$ cat config.mk
export PLATFORM = sky130hd
export DESIGN_NAME = hazard_unit
export DESIGN_NICKNAME = d
export VERILOG_FILES = /design/src/rtl/hazard_unit.sv
export SDC_FILE = /design/constraint.sdc
export NUM_CORES = 1
export LEC_CHECK = 0
export CAP_MARGIN = 10
export CORE_AREA = 2 2 63 65
export CTS_BUF_LIST = sky130_fd_sc_hd__clkbuf_4
export DETAILED_ROUTE_END_ITERATION = 8
export DIE_AREA = 0 0 65 67
export DONT_BUFFER_PORTS = 1
export PLACE_DENSITY = 0.4
export SLEW_MARGIN = 5
export SYNTH_ARGS = -nofsm -noshare
export SYNTH_HDL_FRONTEND = slang
export SYNTH_SLANG_ARGS = --single-unit
$ cat constraint.sdc
create_clock -name clk -period 1.3 [get_ports clk]
set_input_delay 0.325 -clock clk [delete_from_list [all_inputs] [get_ports clk]]
set_output_delay 0.325 -clock clk [all_outputs]
set_load 0.01 [all_outputs]
$ cat src/rtl/hazard_unit.sv
// ============================================================================
// hazard_unit: pipeline valid tracking, load-use stall, branch flush, EX forwarding.
// Optional perf counters: define HAZARD_PERF_CNT_EN.   Revision: 1.0
// ============================================================================
`default_nettype none

module hazard_unit #(
  parameter int REG_W          = 3,
  parameter int BRANCH_PENALTY = 2,
  parameter int CNT_W          = 16
) (
  input  logic             clk,
  input  logic             rst_n,
  input  logic             start_i,
  input  logic [REG_W-1:0] ifid_reg1_i,
  input  logic [REG_W-1:0] ifid_reg2_i,
  input  logic [REG_W-1:0] idex_reg1_i,
  input  logic [REG_W-1:0] idex_reg2_i,
  input  logic [REG_W-1:0] idex_regD_i,
  input  logic             idex_read_mem_i,
  input  logic             idex_write_reg_i,
  input  logic [REG_W-1:0] exmem_regD_i,
  input  logic             exmem_write_reg_i,
  input  logic [REG_W-1:0] memwb_regD_i,
  input  logic             memwb_write_reg_i,
  input  logic             branch_taken_i,
  output logic             pc_stall_o,
  output logic             ifid_stall_o,
  output logic             idex_bubble_o,
  output logic             flush_o,
  output logic [1:0]       fwd_a_o,
  output logic [1:0]       fwd_b_o,
  output logic [3:0]       stage_valid_o,
  output logic [CNT_W-1:0] stall_cnt_o,
  output logic [CNT_W-1:0] flush_cnt_o
);

  typedef enum logic [1:0] {
    IDLE  = 2'd0,
    RUN   = 2'd1,
    FLUSH = 2'd2
  } state_t;

  // FLUSH covers the cycles after the branch cycle itself, so load penalty-2.
  localparam int          PEN_LOAD_I = (BRANCH_PENALTY > 1) ? BRANCH_PENALTY - 2 : 0;
  localparam logic [1:0]  PEN_LOAD   = PEN_LOAD_I[1:0];

  state_t     state;
  logic [3:0] valid;
  logic [1:0] pen_cnt;
  logic       load_use;
  logic       branch;
  logic       flush;
  logic       stall;

  assign load_use = valid[0] & valid[1] & idex_read_mem_i & idex_write_reg_i &
                    ((idex_regD_i == ifid_reg1_i) | (idex_regD_i == ifid_reg2_i));
  assign branch   = valid[1] & branch_taken_i;
  assign flush    = branch | (state == FLUSH);
  assign stall    = load_use & ~flush;

  assign pc_stall_o    = stall;
  assign ifid_stall_o  = stall;
  assign idex_bubble_o = stall;
  assign flush_o       = flush;
  assign stage_valid_o = valid;

  always_comb begin
    fwd_a_o = 2'b00;
    if (valid[2] && exmem_write_reg_i && (exmem_regD_i == idex_reg1_i))
      fwd_a_o = 2'b01;
    else if (valid[3] && memwb_write_reg_i && (memwb_regD_i == idex_reg1_i))
      fwd_a_o = 2'b10;
  end

  always_comb begin
    fwd_b_o = 2'b00;
    if (valid[2] && exmem_write_reg_i && (exmem_regD_i == idex_reg2_i))
      fwd_b_o = 2'b01;
    else if (valid[3] && memwb_write_reg_i && (memwb_regD_i == idex_reg2_i))
      fwd_b_o = 2'b10;
  end

  always_ff @(posedge clk or negedge rst_n) begin
    if (!rst_n) begin
      state   <= IDLE;
      valid   <= 4'b0000;
      pen_cnt <= 2'd0;
    end else begin
      case (state)
        IDLE: begin
          valid <= {valid[2:0], 1'b0};
          if (start_i) state <= RUN;
        end
        default: begin
          if (start_i) begin
            state   <= RUN;
            valid   <= 4'b0000;
            pen_cnt <= 2'd0;
          end else begin
            valid <= {valid[2], valid[1], valid[0] & ~stall & ~flush,
                      flush ? 1'b0 : (stall ? valid[0] : 1'b1)};
            if (state == RUN) begin
              if (branch && (BRANCH_PENALTY > 1)) begin
                state   <= FLUSH;
                pen_cnt <= PEN_LOAD;
              end
            end else if (pen_cnt == 2'd0) begin
              state <= RUN;
            end else begin
              pen_cnt <= pen_cnt - 2'd1;
            end
          end
        end
      endcase
    end
  end

`ifdef HAZARD_PERF_CNT_EN
  logic [CNT_W-1:0] stall_cnt;
  logic [CNT_W-1:0] flush_cnt;

  // Saturating event counters; a branch counts once, not per FLUSH cycle.
  always_ff @(posedge clk or negedge rst_n) begin
    if (!rst_n) begin
      stall_cnt <= '0;
      flush_cnt <= '0;
    end else if (start_i) begin
      stall_cnt <= '0;
      flush_cnt <= '0;
    end else begin
      if (stall && !(&stall_cnt)) stall_cnt <= stall_cnt + 1'b1;
      if (branch && !(&flush_cnt)) flush_cnt <= flush_cnt + 1'b1;
    end
  end

  assign stall_cnt_o = stall_cnt;
  assign flush_cnt_o = flush_cnt;
`else
  assign stall_cnt_o = '0;
  assign flush_cnt_o = '0;
`endif

endmodule

`default_nettype wire
==> out/results.md <==
| Group | Metric | This run |
| --- | --- | --- |
| sta | Worst setup skew after layout | 0.002863 ns |
| layout | Number of standard cells in the layout, taps in and fillers out | 168 |
| yosys | Top cell type's share of synthesized area | 29.31% |
| setup path | Cell with the biggest individual delay on the critical path | sky130_fd_sc_hd__dfrtp_1 |
| placed design | Number of I/O port buffers | 0 |
| yosys | Synthesized instance count | 103 |
| clocking | Clock transition at path regs | 0.05 ns |
| clocking | Clock latency at the later pin of the worst-skew pair | 0.25 ns |
| clocking | Clock tree from TritonCTS | built |
| yosys | Number of distinct library cells after synthesis | 23 |
| setup path | Critical path peak fanout | 3 |
| floorplanning | Core Region | 3606 sq um |
| clocking | Maximum buffer depth of the clock tree | 2 |
| layout | Most frequent standard cell in the layout excluding fill and tap cells | sky130_fd_sc_hd__conb_1 |
| layout | End-of-flow core utilization | 29.18% |
| placed design | Placed inst area | 943.4 sq um |
| routing | Number of violations reported at the end of detailed-routing iteration 0 | 9 |
| setup path | Crit end category | output port |
| floorplanning | Die Y-Extent | 67 um |
| routing | Antenna-violating nets left | 0 |
| placed design | GP Congestion | 0.6785 |
| yosys | Post-synthesis sequential element count | 8 |
| sta | Count of pins over their slew limit | 0 |
| floorplanning | Width of the die | 65 um |
| setup path | Max stage delay on crit path | 0.37 ns |
| sta | Peak clock frequency supported by timing | 673.2 MHz |
| sta | Sum Neg Setup Slack | -1.073 ns |
| layout | Antenna Diode Count | 0 |
| routing | Routed WL | 1762 um |
| yosys | Total of warnings raised by yosys | 0 |
| routing | DR DRC count | 0 |
| flow run | Max Cap Violations | 0 |
| setup path | Data required time at the worst endpoint | 0.98 ns |
| sta | Post-route minimum period | 1.485 ns |
| placed design | Placed Instances | 162 |
| layout | Area grow syn2layout | 20.83% |
| clocking | Clock net sink count | 8 |
| global routing | Global-route wire length before repair | 2580 um |
| floorplanning | Die outline area | 4355 sq um |
| sta | Unrepaired setup endpoints after global routing | true |
| layout | # fillers | 381 |
| global routing | Total overflow reported by the global router | 0 |
| global routing | Number of global-route vias before repair | 587 |
| sta | Tcrit/Tclk final | 114.3% |
| layout | Layout Nets | 152 |
| placed design | Post-DP HPWL | 1541 um |
| sta | Min setup slack post-route | -0.1854 ns |
| global routing | Total global-route track usage | 7.797% |
| setup path | Critical-path cell list | nand4_1 -> a21oi_2 -> nor2b_4 |
| power | Leakage | 0.4788 nW |
| yosys | Cell area after synthesis | 870.8 sq um |
| routing | Pre-antenna DRT Iters | 2 |
| layout | Fraction of final layout cells with drive strength greater than 1 | 29.17% |
| routing | Via count | 661 |
| global routing | Maximum number of pins on one net before global-route repair | 9 |
| sta | Setup violation total in the final timing report | 8 |
| floorplanning | Boundary Pins | 73 |
| routing | Per-cell via count in the routed design | 3.935 |
| yosys | Sequential-to-total area share from yosys stat | 22.99% |
| clocking | Number of CTS-inserted buffers | 3 |
| global routing | Antenna violations before repair | 0 |
| power | IR Drop Worst-Case VDD | 0.4754 mV |
| setup path | Element type at the critical path start | register |
| layout | Commonest cells after routing, fill and taps aside | 32 x sky130_fd_sc_hd__conb_1, 14 x sky130_fd_sc_hd__buf_4, 10 x sky130_fd_sc_hd__xor2_1 |
| floorplanning | Standard-cell rows | 22 |
| power | Areal power density over the cells | 661.0 nW/um^2 |
| setup path | Arrival time at the worst endpoint | 1.16 ns |
| yosys | Mean area per synthesized cell | 8.455 sq um |
| run status | Status | finished with violations |
| routing | Final routed wire length divided by cell count | 10.49 um |
| run status | Failing checks | negative setup slack |
| yosys | Largest area contributor in the synthesized netlist | sky130_fd_sc_hd__buf_4 |
| sta | Number of hold violations in the final report | 0 |
| setup path | Worst Setup Path Type | reg -> out |
| yosys | Leading cell types by total area after synthesis | sky130_fd_sc_hd__buf_4 29%, sky130_fd_sc_hd__dfrtp_1 23%, sky130_fd_sc_hd__xor2_1 10%, sky130_fd_sc_hd__xnor2_1 8.0%, sky130_fd_sc_hd__nor4_2 5.7% |
| worst hold path | Type of the most critical hold path | in -> reg |
| clocking | Library cell used as clock root buffer | sky130_fd_sc_hd__clkbuf_4 |
| layout | Final Cell Area | 1052 sq um |
| floorplanning | Initial Utilization | 24.15% |
| clocking | CTS H-Tree Depth | 1 |
-- sequential cells by signal, indices dropped and copies added (netlist names) --
register	flops
stage_valid_o	4
pen_cnt	2
state	2
-- kinds of logic after synthesis --
group | share of synthesized area [%]
flops | 22.99
buf+inv | 31.03
simple gates | 17.24
other cells | 0.4306
fa+ha+maj | 1.437
compound gates | 8.764
xor+xnor | 18.10
-- path summary, 6_finish.rpt --
kind                                       start               end  slack [ns]  cells after the start
worst max-delay path            stage_valid_o[1]        pc_stall_o       -0.19                      3
worst min-delay path                     start_i          state[1]        0.13                      1
worst max register to register          state[1]        pen_cnt[1]        0.09                      5
min in group asynchronous                  rst_n          state[0]        0.43                      1
worst min register to register        pen_cnt[1]        pen_cnt[1]        0.51                      2
max in group asynchronous                  rst_n  stage_valid_o[1]        0.60                      1
-- critical path: cells and delay by family, from the launching register on --
family	cells	cell delay, ns
simple gates	2	0.40
compound gates	1	0.14
flops	1	0.37
-- layer usage --
| metal | track usage, % | wire length (um) | part of all wire [%] |
|---|---|---|---|
| met3 | 3.041 | 256 | 15 |
| met1 | 7.959 | 596 | 34 |
| met5 | 0 | 0 | 0 |
| met4 | 3.989 | 19 | 1.1 |
| met2 | 13.79 | 889 | 50 |
-- cell usage after synthesis --
library cell,count
sky130_fd_sc_hd__buf_4,34
sky130_fd_sc_hd__xor2_1,10
sky130_fd_sc_hd__dfrtp_1,8
sky130_fd_sc_hd__xnor2_1,8
sky130_fd_sc_hd__nand2_1,6
sky130_fd_sc_hd__a21oi_1,5
sky130_fd_sc_hd__nand3_1,4
sky130_fd_sc_hd__nor2_1,4
sky130_fd_sc_hd__nor4_2,4
sky130_fd_sc_hd__inv_1,3
sky130_fd_sc_hd__o21ai_0,3
sky130_fd_sc_hd__and2_1,2
sky130_fd_sc_hd__nand4_1,2
sky130_fd_sc_hd__conb_1,1
sky130_fd_sc_hd__ha_1,1
sky130_fd_sc_hd__inv_2,1
sky130_fd_sc_hd__nand2b_1,1
sky130_fd_sc_hd__nor2b_1,1
sky130_fd_sc_hd__nor3_1,1
sky130_fd_sc_hd__o21a_1,1
sky130_fd_sc_hd__o21ai_1,1
sky130_fd_sc_hd__o21bai_1,1
sky130_fd_sc_hd__o41ai_2,1
-- power breakdown --
group          leakage, nW  switching, mW  total, mW  internal [mW]
combinational        0.362          0.136      0.231         0.0955
clock               0.0138         0.0827      0.188          0.106
sequential           0.103         0.0122      0.276          0.264
total                0.479          0.231      0.696          0.465
-- through the flow --
stage / hold WS, ns / setup WS [ns] / power [mW]
after floorplan: 0.02941 / -0.06850 / 0.4980
after global placement: 0.02961 / -0.04557 / 0.4788
after detailed placement: 0.02958 / -0.07436 / 0.4804
after CTS: 0.1219 / -0.2370 / 0.7013
after global routing: 0.1159 / -0.3082 / 0.7491
final: 0.1314 / -0.1854 / 0.6955
-- area by class of cell --
cell class | count | area, sq um | share of cell area (%)
Multi-Input combinational cell | 88 | 616.8 | 58.62
Sequential cell | 8 | 200.2 | 19.02
Timing Repair Buffer | 17 | 137.6 | 13.08
Tap cell | 48 | 60.06 | 5.707
Clock buffer | 3 | 22.52 | 2.140
Inverter | 4 | 15.01 | 1.427
-- repair_timing --
| item | in CTS | in global routing |
|---|---|---|
| pin swaps | 4 | 2 |
| hold endpoints to repair | 8 | 0 |
| hold buffers | 1 | 0 |
| setup buffers | 0 | 3 |
| resized for setup | 7 | 3 |
| endpoints found under the setup margin | 8 | 11 |
No activity file was read; power rests on OpenSTA's default activity.
